<file path="config.mk">
export PLATFORM = sky130hd
export DESIGN_NAME = sram_ctrl
export DESIGN_NICKNAME = d
export VERILOG_FILES = /design/src/rtl/sram_pkg.sv /design/src/rtl/sram_ctrl.sv
export SDC_FILE = /design/constraint.sdc
export NUM_CORES = 1
export LEC_CHECK = 0
export ABC_AREA = 1
export CAP_MARGIN = 25
export CORE_MARGIN = 3
export CORE_UTILIZATION = 43
export DETAILED_ROUTE_END_ITERATION = 10
export PLACE_DENSITY = 0.93
export SLEW_MARGIN = 40
export SYNTH_ARGS = -nofsm -noshare
export SYNTH_HDL_FRONTEND = slang
export SYNTH_SLANG_ARGS = --single-unit
</file>
<file path="constraint.sdc">
create_clock -name clk -period 3.2 [get_ports clk]
set_clock_uncertainty 0.1 [all_clocks]
set_input_delay 0.64 -clock clk [delete_from_list [all_inputs] [get_ports clk]]
set_output_delay 0.64 -clock clk [all_outputs]
set_load 0.005 [all_outputs]
</file>
<file path="src/rtl/sram_pkg.sv">
`timescale 1ns/1ps
// sram_pkg: state encoding, width constants and byte-lane helpers shared by
// the asynchronous-SRAM byte controller (sram_ctrl).
package sram_pkg;

    localparam int unsigned WAIT_DEFAULT = 2;   // strobe-active cycles per access
    localparam int unsigned REQ_ADDR_W   = 20;  // byte address width
    localparam int unsigned SRAM_ADR_W   = 19;  // SRAM word address width
    localparam int unsigned SRAM_DAT_W   = 16;  // SRAM data width
    localparam int unsigned BYTE_W       = 8;   // request data width
    localparam int unsigned CNT_W        = 4;   // wait counter width (WAIT_CYCLES <= 15)

    typedef enum logic [2:0] {
        IDLE     = 3'd0,
        RD       = 3'd1,
        TURN     = 3'd2,
        WR_SETUP = 3'd3,
        WR_PULSE = 3'd4,
        WR_HOLD  = 3'd5,
        RESP     = 3'd6
    } state_t;

    // Pick one byte lane out of a 16-bit SRAM word (lane 0 = low byte).
    function automatic logic [BYTE_W-1:0] lane_select(
        input logic [SRAM_DAT_W-1:0] word,
        input logic                  lane
    );
        logic [BYTE_W-1:0] b;
        if (lane) begin
            b = word[15:8];
        end else begin
            b = word[7:0];
        end
        return b;
    endfunction

    // Replace one byte lane of a 16-bit SRAM word, keeping the other lane.
    function automatic logic [SRAM_DAT_W-1:0] lane_merge(
        input logic [SRAM_DAT_W-1:0] word,
        input logic                  lane,
        input logic [BYTE_W-1:0]     data
    );
        logic [SRAM_DAT_W-1:0] w;
        w = word;
        if (lane) begin
            w[15:8] = data;
        end else begin
            w[7:0] = data;
        end
        return w;
    endfunction

endpackage

</file>
<file path="src/rtl/sram_ctrl.sv">
`timescale 1ns/1ps
// sram_ctrl: byte-request front end for a 16-bit asynchronous SRAM.
// One request at a time; every strobe and response output is registered and
// decoded from the next state, so pins change only on clk edges.
// Build option: define SRAM_RMW_EN for byte-lane read-modify-write on the
// 16-bit array; without it each byte address maps to the low byte of one word.
module sram_ctrl
    import sram_pkg::*;
#(
    parameter int unsigned WAIT_CYCLES = WAIT_DEFAULT
) (
    input  logic                  clk,
    input  logic                  reset,
    input  logic                  req_valid,
    output logic                  req_ready,
    input  logic                  req_we,
    input  logic [REQ_ADDR_W-1:0] req_addr,
    input  logic [BYTE_W-1:0]     req_wdata,
    output logic                  rsp_valid,
    output logic [BYTE_W-1:0]     rsp_rdata,
    output logic [SRAM_ADR_W-1:0] ADR,
    output logic [SRAM_DAT_W-1:0] DAT_OUT,
    input  logic [SRAM_DAT_W-1:0] DAT_IN,
    output logic                  DAT_OE,
    output logic                  RAMCS,
    output logic                  RAMOE,
    output logic                  RAMWE
);

    localparam logic [CNT_W-1:0] CNT_RELOAD = CNT_W'(WAIT_CYCLES - 1);
    localparam logic [CNT_W-1:0] CNT_ONE    = CNT_W'(1);

    state_t                r_state;
    logic [CNT_W-1:0]      r_cnt;
    logic                  r_we;
    logic                  r_req_ready;
    logic                  r_rsp_valid;
    logic [BYTE_W-1:0]     r_rsp_rdata;
    logic [SRAM_ADR_W-1:0] r_adr;
    logic [SRAM_DAT_W-1:0] r_dat_out;
    logic                  r_dat_oe;
    logic                  r_ramcs;
    logic                  r_ramoe;
    logic                  r_ramwe;

    state_t                w_state_nxt;
    logic                  w_cnt_done;
    logic                  w_accept;
    logic                  w_rd_last;
    logic                  w_cs_nxt;
    logic                  w_oe_nxt;
    logic                  w_we_nxt;
    logic                  w_doe_nxt;
    logic [BYTE_W-1:0]     w_rd_byte;
    logic [SRAM_ADR_W-1:0] w_req_adr;

`ifdef SRAM_RMW_EN
    logic                  r_lane;
    logic [BYTE_W-1:0]     r_wdata;

    assign w_req_adr = req_addr[REQ_ADDR_W-1:1];
    assign w_rd_byte = lane_select(DAT_IN, r_lane);
`else
    logic                  w_unused_addr_msb;

    assign w_req_adr         = req_addr[SRAM_ADR_W-1:0];
    assign w_rd_byte         = lane_select(DAT_IN, 1'b0);
    assign w_unused_addr_msb = req_addr[REQ_ADDR_W-1];
`endif

    assign w_cnt_done = (r_cnt == {CNT_W{1'b0}});
    assign w_accept   = (r_state == IDLE) && req_valid;
    assign w_rd_last  = (r_state == RD) && w_cnt_done;

    assign req_ready = r_req_ready;
    assign rsp_valid = r_rsp_valid;
    assign rsp_rdata = r_rsp_rdata;
    assign ADR       = r_adr;
    assign DAT_OUT   = r_dat_out;
    assign DAT_OE    = r_dat_oe;
    assign RAMCS     = r_ramcs;
    assign RAMOE     = r_ramoe;
    assign RAMWE     = r_ramwe;

    // Next-state selection for the access sequencer.
    always_comb begin
        w_state_nxt = r_state;
        case (r_state)
            IDLE: begin
                if (req_valid) begin
`ifdef SRAM_RMW_EN
                    w_state_nxt = RD;
`else
                    w_state_nxt = req_we ? WR_SETUP : RD;
`endif
                end else begin
                    w_state_nxt = IDLE;
                end
            end
            RD: begin
                if (w_cnt_done) begin
                    w_state_nxt = r_we ? TURN : RESP;
                end else begin
                    w_state_nxt = RD;
                end
            end
            TURN:     w_state_nxt = WR_SETUP;
            WR_SETUP: w_state_nxt = WR_PULSE;
            WR_PULSE: begin
                if (w_cnt_done) begin
                    w_state_nxt = WR_HOLD;
                end else begin
                    w_state_nxt = WR_PULSE;
                end
            end
            WR_HOLD:  w_state_nxt = RESP;
            RESP:     w_state_nxt = IDLE;
            default:  w_state_nxt = IDLE;
        endcase
    end

    // Strobe pattern for the state being entered; data is only driven while RAMOE is high.
    always_comb begin
        w_cs_nxt  = 1'b1;
        w_oe_nxt  = 1'b1;
        w_we_nxt  = 1'b1;
        w_doe_nxt = 1'b0;
        case (w_state_nxt)
            RD: begin
                w_cs_nxt = 1'b0;
                w_oe_nxt = 1'b0;
            end
            TURN: begin
                w_cs_nxt = 1'b0;
            end
            WR_SETUP, WR_HOLD: begin
                w_cs_nxt  = 1'b0;
                w_doe_nxt = 1'b1;
            end
            WR_PULSE: begin
                w_cs_nxt  = 1'b0;
                w_we_nxt  = 1'b0;
                w_doe_nxt = 1'b1;
            end
            default: begin
                w_cs_nxt  = 1'b1;
                w_oe_nxt  = 1'b1;
                w_we_nxt  = 1'b1;
                w_doe_nxt = 1'b0;
            end
        endcase
    end

    // State register, wait counter and registered strobes/handshake outputs.
    always_ff @(posedge clk) begin
        if (reset) begin
            r_state     <= IDLE;
            r_cnt       <= CNT_RELOAD;
            r_req_ready <= 1'b1;
            r_rsp_valid <= 1'b0;
            r_ramcs     <= 1'b1;
            r_ramoe     <= 1'b1;
            r_ramwe     <= 1'b1;
            r_dat_oe    <= 1'b0;
        end else begin
            r_state     <= w_state_nxt;
            r_req_ready <= (w_state_nxt == IDLE);
            r_rsp_valid <= (w_state_nxt == RESP);
            r_ramcs     <= w_cs_nxt;
            r_ramoe     <= w_oe_nxt;
            r_ramwe     <= w_we_nxt;
            r_dat_oe    <= w_doe_nxt;
            // Reload on any state change; saturate at zero otherwise.
            if (w_state_nxt != r_state) begin
                r_cnt <= CNT_RELOAD;
            end else if (!w_cnt_done) begin
                r_cnt <= r_cnt - CNT_ONE;
            end else begin
                r_cnt <= r_cnt;
            end
        end
    end

    // Request capture, SRAM address/write data and read-byte return path.
    always_ff @(posedge clk) begin
        if (reset) begin
            r_we        <= 1'b0;
            r_adr       <= {SRAM_ADR_W{1'b0}};
            r_dat_out   <= {SRAM_DAT_W{1'b0}};
            r_rsp_rdata <= {BYTE_W{1'b0}};
`ifdef SRAM_RMW_EN
            r_lane      <= 1'b0;
            r_wdata     <= {BYTE_W{1'b0}};
`endif
        end else begin
            if (w_accept) begin
                r_we  <= req_we;
                r_adr <= w_req_adr;
`ifdef SRAM_RMW_EN
                r_lane  <= req_addr[0];
                r_wdata <= req_wdata;
`else
                if (req_we) begin
                    r_dat_out <= {8'h00, req_wdata};
                end else begin
                    r_dat_out <= r_dat_out;
                end
`endif
            end else begin
                r_we  <= r_we;
                r_adr <= r_adr;
            end
`ifdef SRAM_RMW_EN
            // Merge the new byte into the word just read, before WR_SETUP is entered.
            if (w_rd_last && r_we) begin
                r_dat_out <= lane_merge(DAT_IN, r_lane, r_wdata);
            end else begin
                r_dat_out <= r_dat_out;
            end
`endif
            // Read byte is loaded on the edge entering RESP and cleared on the edge leaving it.
            if (w_rd_last && !r_we) begin
                r_rsp_rdata <= w_rd_byte;
            end else begin
                r_rsp_rdata <= {BYTE_W{1'b0}};
            end
        end
    end

endmodule
</file>
==> results of run 1 <==
[metrics by stage]
stage	hold WS [ps]	instance area [um2]	util, %
2_1_floorplan	341	1960	-
3_3_place_gp	351	2710	65.0
3_5_place_dp	359	2710	65.0
4_1_cts	371	2830	67.8
5_1_grt	395	2830	67.8
6_report	370	2830	67.8
[power groups by stage]
| stage | clock network (W) | registers [W] | logic, W |
|---|---|---|---|
| 6_report | 0.000450 | 0.000857 | 0.000901 |
| 5_1_grt | 0.000481 | 0.000877 | 0.00102 |
| 2_1_floorplan | 0 | 0.000868 | 0.000544 |
| 3_5_place_dp | 0 | 0.000872 | 0.000911 |
| 3_3_place_gp | 0 | 0.000864 | 0.000880 |
| 4_1_cts | 0.000465 | 0.000858 | 0.000915 |
[cell usage in the layout, fill, tap and decap left out, types with 3 or more instances in the layout]
| cell type | Yosys | layout |
|---|---|---|
| clkdlybuf4s50_1 | 0 | 79 |
| nor2_4 | 3 | 3 |
| nand3_1 | 13 | 13 |
| nand2_2 | 4 | 4 |
| o21ai_0 | 24 | 24 |
| dfxtp_1 | 49 | 49 |
| clkbuf_8 | 0 | 6 |
| nor2_2 | 4 | 4 |
| a21oi_1 | 10 | 10 |
| inv_1 | 21 | 21 |
| nand2_1 | 35 | 35 |
| nor3_1 | 5 | 5 |
| conb_1 | 1 | 8 |
| nor2_1 | 53 | 53 |
[per-layer routing]
| layer | vias up | wire, um | GRT usage [%] |
|---|---|---|---|
| li1 | 912 | - | - |
| met1 | 798 | 1770 | 18.0 |
| met2 | 59 | 2180 | 30.4 |
| met3 | 7 | 303 | 4.55 |
| met4 | 0 | 89 | 7.79 |
| met5 | - | 0 | 0 |
[final timing paths]
| kind | from | end | slack, ps | cells past startpoint |
|---|---|---|---|---|
| min | DAT_OUT[3] | DAT_OUT[3] | 370 | 2 |
| max reg2reg | r_state[2] | r_cnt[0] | 1350 | 9 |
| min reg2reg | DAT_OUT[3] | DAT_OUT[3] | 370 | 2 |
| max | req_valid | RAMOE | 1020 | 10 |
[cell usage after synthesis, drive strengths merged]
cell,n
nand3,15
nor2,60
a21oi,10
conb,1
dfxtp,49
clkbuf,5
o21ai,25
inv,23
nand2,39
xor2,1
ha,2
buf,12
nor3,6
o21bai,1
[worst max-delay path: stages]
cell	delay [ps]
clkdlybuf4s50_1	450
inv_1	60
nor2_4	100
nand2_2	230
inv_4	330
nor2_4	60
nand2_2	120
nand2_1	80
inv_1	120
nand3_1	70
[layout make-up]
class                           count  area [um2]  share of cell area (%)
Timing Repair Buffer               80         798                    28.2
Clock buffer                        7        86.3                    3.05
Clock inverter                      1        30.0                    1.06
Inverter                           23        88.8                    3.14
Tap cell                           50        62.6                    2.21
Sequential cell                    49         981                    34.7
Multi-Input combinational cell    167         781                    27.6
[flip-flops by register name, summed over array words and instances (netlist names), 3 cells and up]
register,cells
DAT_OUT,8
r_cnt,4
r_state,3
ADR,19
rsp_rdata,8
[cell families after synthesis]
kind of cell,count (synthesis),share of synthesized area (%)
flops,49,50.7
other cells,1,0.194
fa+ha+maj,2,1.29
xor+xnor,1,0.453
buf+inv,40,10.2
compound gates,36,9.45
simple gates,120,27.6
==> key figures, run 1 <==
Outcome
  • Status: completed

Pwr
  • Power Dens Cells: ~780 nW/um2
  • Cell internal pwr: approximately 0.0014 W
  • Worst vdd ir: roughly 0.41 mV
  • Share of total power in combinational logic: 40.8%
  • Switching power share of the total: 34.4%
  • Sequential share of power: 38.8%
  • Total Power Consumption: roughly 0.0022 W
  • Leak Pwr: between 1 and 1.5 nW
  • Sw power: 0.000759 W
  • Share of power burned in the clock network: 20.4%

Floorplanning
  • Cell row count: 23
  • Die outline height: 73.1 um
  • Core area: 4170 um2
  • Starting density of the core: 46.3%
  • Die outline area: 5340 um2
  • Die extent in x: 73.1 um
  • I/O pins: 97

Critical path
  • Worst Path Required: between 3000 and 4000 ps
  • Crit start category: input pin
  • Path type of the worst setup path: input pin to register
  • CP endpoint kind: register
  • CP Data Arrival Time: about 2300 ps
  • Largest fanout on the critical path: 28

Hold path
  • Tightest Hold Check Type: register to register

STA
  • Final period demand of the worst path: 2180 ps
  • Part of the cycle the worst path needs: between 60 and 70%
  • Relative slew margins: 59.4%
  • Final Hold Fails: 0
  • Slew @ Worst Pin: just over 600 ps
  • Max Slew Vio Count: 0
  • Aggregate negative setup slack: 0 ps
  • Fin worst setup slack: ~1000 ps
  • Final setup violation count: 0
  • Unrepaired setup endpoints after global routing: false
  • Max Clock Freq: 459 MHz

Detailed routing
  • Initial DRC Count: 54
  • Post-DR vias/cell: 4.71
  • Total detailed-routing wirelength: 4.34 mm
  • Detailed-routing iteration count for the pre-antenna-repair pass: 4
  • Routed length per placed instance: about 12 um
  • Drc violations: 0
  • Via count: 1776
  • Number of nets with antenna violations after routing: 0

Place
  • Half-perimeter wire length after placement: 3.24 mm
  • Placement-stage worst setup slack: 674 ps
  • Placed cell count: 369
  • GP Congestion: 0.807
  • Total of buffers placed on input and output ports: 79

Clock network
  • Maximum root-to-sink buffer count: 2
  • Number of CTS-inserted buffers: 5
  • Total number of clock tree sinks: 49
  • Clock-pin transition on the worst setup and hold timing paths: about 80 ps
  • Clock insertion delay at the later pin of the skew report: 300 ps
  • Post-CTS Resized: 0
  • Hold-fix buffer count after cts: 0
  • TritonCTS clock tree: done
  • Number of buffers added for setup after CTS: 0
  • CTS root buf: clkbuf_8
  • Htree depth: 2

Global routing
  • Global-route wire length before repair: 7.05 mm
  • Number of antenna violations at the first check in global routing: 0
  • Vias in the first global route: 1692
  • Maximum number of pins on one net before global-route repair: 29
  • Grt ovf: 0
  • Overall track demand over capacity in global routing: 16.8%

Logic synthesis
  • Part of the Yosys area used for sequential elements: between 50% and 60%
  • Cells taking the most area after synthesis: dfxtp_1, nor2_1, nand2_1
  • Number of distinct standard cells referenced by the synthesized netlist: 25
  • Combined area of all synthesized cells: 1930 um2
  • Yosys synthesis warning count: 0
  • Syn Area/Cell: ~7.8 um2
  • Post-Syn Instances: 249
  • Post-synthesis sequential element count: just under 50
  • Post-synthesis cell type with the largest combined area: dfxtp_1
  • Area fraction of the dominant cell type after synthesis: 50.7%

Layout
  • Syn-to-layout area delta: 46.3%
  • Share of layout cells above drive strength 1: 7.34%
  • Inserted Diodes: 0
  • Number of nets in the finished design: roughly 380
  • Fill count: 368
  • Final cell count without fillers: 377

Flow run
  • Max-Cap Viols: 0
No activity file was read; power rests on OpenSTA's default activity.
==> inputs of run 2 (changes only) <==
--- a/config.mk
+++ b/config.mk
@@ -8,9 +8,9 @@
 export ABC_AREA = 1
 export CAP_MARGIN = 25
 export CORE_MARGIN = 3
-export CORE_UTILIZATION = 43
+export CORE_UTILIZATION = 36
 export DETAILED_ROUTE_END_ITERATION = 10
-export PLACE_DENSITY = 0.93
+export PLACE_DENSITY = 0.84
 export SLEW_MARGIN = 40
 export SYNTH_ARGS = -nofsm -noshare
 export SYNTH_HDL_FRONTEND = slang
==> constraint.sdc (replaced) <==
create_clock -name clk -period 1.9 [get_ports clk]
set_clock_uncertainty 0.1 [all_clocks]
set_input_delay 0.38 -clock clk [delete_from_list [all_inputs] [get_ports clk]]
set_output_delay 0.38 -clock clk [all_outputs]
set_load 0.005 [all_outputs]
==> key figures, run 2 (synthesis results as in run 1) <==
Place
  • Placed cell count: 394
  • Total of buffers placed on input and output ports: 79
  • GP Congestion: 0.770
  • Half-perimeter wire length after placement: between 3 and 4 mm
  • Post-DP Area: 2790 um2

Clock network
  • Maximum root-to-sink buffer count: 2
  • Number of buffers added for setup after CTS: 0
  • Clock-pin transition on the worst setup and hold timing paths: 80 ps
  • TritonCTS clock tree: done
  • Total number of clock tree sinks: slightly below 50
  • Number of CTS-inserted buffers: 5
  • CTS root buf: clkbuf_8
  • Htree depth: 2
  • Hold-fix buffer count after cts: 0
  • Post-CTS Resized: 0
  • Clock insertion delay at the later pin of the skew report: around 300 ps

Pwr
  • Switching power share of the total: 34.9%
  • Share of total power in combinational logic: a little over two fifths
  • Sw power: 0.00129 W
  • Share of power burned in the clock network: 17.8%
  • Cell internal pwr: 0.00240 W
  • Power Dens Cells: ~1300 nW/um2
  • Worst vdd ir: 0.708 mV
  • Leak Pwr: 1.20 nW
  • Sequential share of power: roughly two fifths

Outcome
  • Status: completed

Layout
  • Number of nets in the finished design: 381
  • Final cell count without fillers: 402
  • Final non-filler cell area: 2890 um2
  • Flip-flop count of the largest register, all copies and words added: 19
  • Share of layout cells above drive strength 1: 9.04%
  • Most common cell after layout, fill and taps aside: clkdlybuf4s50_1
  • Inserted Diodes: 0
  • Fill count: 515
  • Leading cell types in the layout, fill and taps excluded: clkdlybuf4s50_1, nor2_1, dfxtp_1
  • Syn-to-layout area delta: 49.6%

Detailed routing
  • Post-DR vias/cell: 4.41
  • Sum of met2 wire segment lengths after detailed routing: 2.19 mm
  • Drc violations: 0
  • WL met1: 1.85 mm
  • Highest metal used: met4
  • Total detailed-routing wirelength: between 4 and 5 mm
  • Routed length per placed instance: 10.9 um
  • Detail Route met3 WL: 305 um
  • Initial DRC Count: 50
  • Detailed-routing iteration count for the pre-antenna-repair pass: 4
  • Number of nets with antenna violations after routing: 0
  • Via count: between 1500 and 2000

Critical path
  • Number of buffers and inverters on the critical path: 1
  • Crit-path slowest cell: dfxtp_1
  • Path type of the worst setup path: register to register
  • Most Frequent Cell on Critical Path: nand2_1
  • CP endpoint kind: register
  • Largest delay share family, worst path: simple AND/OR/NAND/NOR gates
  • Cell chain of the critical path: inv_1, ha_1, nand2_1, nor2_4, nand2_1, nand2_1, nand2_2, nand2_1, nand2_2, nor2_1, nand2_1
  • Critical Path Max Stage Delay: 340 ps
  • Largest fanout on the critical path: 5
  • Crit start category: register
  • Worst Path Required: 1990 ps
  • CP Data Arrival Time: 1740 ps

STA
  • Max Slew Vio Count: 0
  • Final Hold Fails: 0
  • Max Clock Freq: 604 MHz
  • Final period demand of the worst path: 1660 ps
  • Unrepaired setup endpoints after global routing: false
  • Part of the cycle the worst path needs: 87.2%
  • Final setup violation count: 0
  • Aggregate negative setup slack: 0 ps

Global routing
  • Grt ovf: 0
  • Global-route wire length before repair: 7.24 mm
  • Maximum number of pins on one net before global-route repair: 28
  • Vias in the first global route: 1624
  • Number of antenna violations at the first check in global routing: 0
  • Overall track demand over capacity in global routing: between 10% and 20%

Floorplanning
  • Die outline area: 6290 um2
  • Starting density of the core: 37.6%
  • Core area: 5140 um2
  • Cell row count: 26
  • Die extent in x: 79.3 um
  • I/O pins: slightly below 100
  • Die outline height: 79.3 um

Flow run
  • Max-Cap Viols: 0

Hold path
  • Tightest Hold Check Type: register to register
==> run 2: cell types whose count changed in the layout (fill, tap and decap cells not counted), sizes merged <==
cell / before / now
buf: 1 / 6
bufinv: 1 / 0
clkinv: 0 / 1
==> run 2: metrics by stage <==
stage / setup slack, ps / total power (W) / util [%] / hold WS, ps
4_1_cts: 192 / 0.00373 / 56.2 / 371
3_3_place_gp: 129 / 0.00301 / 54.2 / 350
2_1_floorplan: 458 / 0.00238 / - / 341
6_report: 244 / 0.00369 / 56.3 / 366
3_5_place_dp: 115 / 0.00306 / 54.2 / 357
5_1_grt: 1.04 / 0.00400 / 56.3 / 385
==> run 2: cell type report <==
type	count	area, um2	share of cell area, %
Multi-Input combinational cell	167	786	27.2
Timing Repair Buffer	85	848	29.3
Sequential cell	49	981	33.9
Tap cell	70	87.6	3.03
Inverter	23	88.8	3.07
Clock buffer	7	96.3	3.33
Clock inverter	1	5.00	0.173
==> run 2: power by group through the flow <==
stage               Clock, W  Sequential (W)  Combinational, W
floorplan                  0         0.00146          0.000916
global placement           0         0.00145           0.00156
detailed placement         0         0.00146           0.00160
CTS                 0.000685         0.00144           0.00160
global route        0.000721         0.00147           0.00181
finish              0.000656         0.00144           0.00159
==> run 2: tightest hold or removal path, stage by stage (launching register included) <==
cell and delay, ps:
dfxtp_1 320, nand2_1 60, a21oi_1 50
==> run 2: worst paths after layout <==
check / start / endpoint / cells past startpoint / slack, ps
max: r_cnt[0] / r_cnt[0] / 11 / 240
min: DAT_OUT[5] / DAT_OUT[5] / 2 / 370
min reg2reg: DAT_OUT[5] / DAT_OUT[5] / 2 / 370
max reg2reg: r_cnt[0] / r_cnt[0] / 11 / 240
==> run 2: metal layers <==
metal | vias up | global-route usage (%)
met5 | - | 0
met4 | 0 | 4.64
met3 | 4 | 5.10
met2 | 50 | 26.3
met1 | 796 | 16.2
li1 | 924 | -
